`src/rtl/request_unit_pkg.sv`:
```
// ============================================================================
// Module   : request_unit_pkg
// Purpose  : Shared state encoding for the memory request arbiter.
// Revision : 1.0
// ============================================================================
`default_nettype none

package request_unit_pkg;

   typedef enum logic [1:0] {
      RUN     = 2'd0,
      DREQ_RD = 2'd1,
      DREQ_WR = 2'd2,
      HALTED  = 2'd3
   } req_state_t;

endpackage : request_unit_pkg

`default_nettype wire

```
`src/rtl/request_unit.sv`:
```
// ============================================================================
// Module   : request_unit
// Purpose  : Arbitrates instruction-fetch and data-access enables; halt is sticky.
// Revision : 1.0
// ============================================================================
`default_nettype none

module request_unit
   import request_unit_pkg::*;
(
   input  logic CLK,
   input  logic nRST,
   input  logic halt,
   input  logic r_req,
   input  logic w_req,
   input  logic iHit,
   input  logic dHit,
   output logic iRen,
   output logic dRen,
   output logic dWen
);

   req_state_t r_state;
   req_state_t w_next_state;

   always_ff @(posedge CLK) begin
      if (!nRST) begin
         r_state <= RUN;
      end else begin
         r_state <= w_next_state;
      end
   end

   always_comb begin
      w_next_state = r_state;
      case (r_state)
         RUN: begin
            // Read wins over write when both are (illegally) requested.
            if (halt)               w_next_state = HALTED;
            else if (iHit && r_req) w_next_state = DREQ_RD;
            else if (iHit && w_req) w_next_state = DREQ_WR;
         end
         DREQ_RD, DREQ_WR: begin
            // A latched data access always completes before halting.
            if (dHit) w_next_state = halt ? HALTED : RUN;
         end
         HALTED:  w_next_state = HALTED;
         default: w_next_state = RUN;
      endcase

      iRen = (r_state != HALTED) && !halt;
      dRen = (r_state == DREQ_RD);
      dWen = (r_state == DREQ_WR);
   end

endmodule : request_unit

`default_nettype wire

```
`config.mk`:
```
export PLATFORM = sky130hd
export DESIGN_NAME = request_unit
export DESIGN_NICKNAME = d
export VERILOG_FILES = /design/src/rtl/request_unit_pkg.sv /design/src/rtl/request_unit.sv
export SDC_FILE = /design/constraint.sdc
export NUM_CORES = 1
export LEC_CHECK = 0
export ABC_AREA = 1
export CAP_MARGIN = 0
export CORE_AREA = 2 2 39 41
export CTS_CLUSTER_SIZE = 30
export DETAILED_ROUTE_END_ITERATION = 8
export DIE_AREA = 0 0 41 43
export DONT_BUFFER_PORTS = 1
export PLACE_DENSITY_LB_ADDON = 0.05
export SYNTH_ARGS = -nofsm -noshare
export SYNTH_HDL_FRONTEND = slang
export SYNTH_SLANG_ARGS = --single-unit
export TNS_END_PERCENT = 30
```
`constraint.sdc`:
```
create_clock -name CLK -period 1.8 [get_ports CLK]
set_input_delay 0.09 -clock CLK [delete_from_list [all_inputs] [get_ports CLK]]
set_output_delay 0.09 -clock CLK [all_outputs]
set_load 0.005 [all_outputs]
```
==> summary.md <==
| Metric | Value |
|---|---|
| Status | `complete, no violations` |
| Global-route wire length before repair | `696 um` |
| Detailed Place HPWL | `378 um` |
| Slew @ Worst Pin | `140 ps` |
| Synth async-reset ratio | `0%` |
| Post-Layout Cell Count | `55` |
| Post-layout worst setup margin | `463 ps` |
| Final core occ | `19.5%` |
| Setup Viol. Count Final | `0` |
| DP Area | `238 um^2` |
| Tcrit/Tclk final | `74.3%` |
| Initial DRC count | `4` |
| Sequential Power Share | `19.2%` |
| Area of the core | `1380 um^2` |
| Sw Share | `44.4%` |
| Synth top area share | `23.0%` |
| Buf+Inv Stages, Crit Path | `2` |
| Largest registers | `r_state x2` |
| RSZ-0062 raised after global routing | `false` |
| GRT overflow | `0` |
| Vias per cell | `3.60` |
| Worst-path clk slew | `30 ps` |
| Largest net degree at the start of global routing | `5` |
| Layout cell share with drive strength beyond 1 | `25.6%` |
| Final cell area excluding filler cells | `270 um^2` |
| Cts repair resizes | `0` |
| Max-cap violations | `0` |
| Number of diodes | `0` |
| Final WL | `434 um` |
| Kind of critical path | `reg2reg` |
| Count of boundary I/O pins | `10` |
| Clk sink count | `2` |
| IO Port Bufs | `0` |
| Total number of vias | `198` |
| Area growth from synthesis to layout | `24.1%` |
| # DRC | `0` |
| Initial core utilization | `15.7%` |
| Syn nets | `46` |
| Vias in the first global route | `188` |
| # H-tree levels | `1` |
| Remaining antenna violation count after routing | `0` |
| Worst vdd ir | `530 uV` |
| Clock network fraction of design power | `23.5%` |
| Crit. End Element | `register` |
| Multi-input gate area | `148 um^2` |
| Total global-route track usage | `6.19%` |
| Synth Area per Inst | `6.22 um^2` |
| Worst path required time | `1910 ps` |
| Row count | `14` |
| Max_slew headroom | `90.5%` |
| # Post-CTS Setup Buffers | `0` |
| Most flops, register | `r_state` |
| Top FF cell, synth | `dfxtp_1` |
| Max reg flops | `2` |
| FF+latch count, synth | `2` |
| DIE HEIGHT | `43 um` |
| Gate Count Post-Synth | `35` |
| PD cells | `1600 nW/um^2` |
| Critical path arrival | `1450 ps` |
| Fmax | `748 MHz` |
| Clock skew | `9.46 ps` |
| Reg area | `40.0 um^2` |
| Synth area leader | `ha_1` |
| Setup TNS | `0 ps` |
| Worst setup SP type | `register` |
| Internal Power | `0.240 mW` |
| CTS buffer count | `3` |
| Most common library cells after synthesis | `nand2_1, inv_1, ha_1` |
| Place WS | `452 ps` |
| Crit-path cells | `inv_1 > ha_1 > inv_1 > or2_4 > nand2_2 > nand2_1 > nand2_1 > nor2_2` |
| Routability Congestion | `0.605` |
| Initial antenna violation count | `0` |
| Top-count cell post-synth | `nand2_1` |
| Longest Clk Path Bufs | `2` |
| Root buf cell | `clkbuf_4` |
| Inst Count DP | `51` |
| Die ar. | `1760 um^2` |
| P_leak | `0.156 nW` |
| Routed len/inst | `7.89 um` |
| Fin crit period | `1340 ps` |
| Slowest-stage cell, CP | `dfxtp_1` |
| 1st-pass router iterations | `2` |
| Clk_lat worst skew | `230 ps` |
| Top delay family on crit path | `simple AND/OR/NAND/NOR gates` |
| Worst-path fanout max | `4` |
| Fillers | `170` |
| Number of enable flip-flop cells after synthesis | `0` |
| Worst hold path class | `in2reg` |
| Slew Limit Fails | `0` |
| Leading post-synthesis cells by cell area | `ha_1, nand2_1, dfxtp_1, inv_1, nand2_2` |
| CTS tree | `yes` |
| Switching Power | `0.192 mW` |
| Ys Warns | `0` |
| Final nets | `52` |
| CP peak stage delay | `350 ps` |
| Synth cell types | `12` |
| Final hold violation count | `0` |
| Comb power frac | `57.3%` |
| Chip width | `41 um` |
| Mapped cell area | `218 um^2` |
| Register area share after synthesis | `18.4%` |
| # hold bufs at CTS | `1` |
-- area by class of cell --
type	instances	area share (%)
multi-input combinational	25	54.6
sequential	2	14.8
clock buffer	3	8.33
tap	16	7.41
timing repair buffer	1	3.70
inverter	8	11.1
-- routing by layer --
metal	vias to the layer above	GRT usage (%)	wire length, um
met5	-	0	0
met4	0	2.00	0
met3	0	6.28	38
met2	7	8.13	190
met1	80	6.65	205
li1	111	-	-
-- final timing paths --
path | depth (start not counted) | start | slack (ps) | to
worst max-delay path | 8 | r_state[0]$_SDFFE_PN0P_ | 460 | r_state[0]$_SDFFE_PN0P_
worst min-delay path | 4 | halt | 160 | r_state[1]$_SDFFE_PN0P_
worst max register to register | 8 | r_state[0]$_SDFFE_PN0P_ | 460 | r_state[0]$_SDFFE_PN0P_
worst min register to register | 4 | r_state[1]$_SDFFE_PN0P_ | 610 | r_state[1]$_SDFFE_PN0P_
-- worst min-delay path: cells and delay by family --
family	cells	cell delay (ps)
compound gates	1	60
simple gates	3	200
-- through the flow --
stage	hold slack, ps	power [mW]
2_1_floorplan	225	0.290
3_3_place_gp	232	0.348
3_5_place_dp	233	0.339
4_1_cts	161	0.448
5_1_grt	172	0.489
6_report	160	0.432
-- placed cells by master (no fill, tap or decap) --
cell type and n:
nand2_1 11, inv_1 6, ha_1 4, clkbuf_4 3, inv_2 2, nand2_2 2, nor2_1 2, nor2_2 2
dfxtp_1 2, nand3_1 1, o21ai_0 1, a21oi_1 1, or2_4 1, dlygate4sd3_1 1
-- cell families (layout without fill, tap and decap cells) --
family / Yosys count / count (layout) / synth area share, %
compound gates: 2 / 2 / 4.59
simple gates: 19 / 19 / 40.2
fa+ha+maj: 4 / 4 / 23.0
buf+inv: 8 / 12 / 13.8
flops: 2 / 2 / 18.4
-- power by group through the flow --
stage               clock network [mW]  registers (mW)  logic (mW)
floorplan                            0          0.0797       0.211
global placement                     0          0.0825       0.266
detailed placement                   0          0.0837       0.255
CTS                              0.106          0.0831       0.258
global route                     0.113          0.0867       0.289
finish                           0.101          0.0830       0.248
Note: power is estimated with default switching activity, not from simulation.
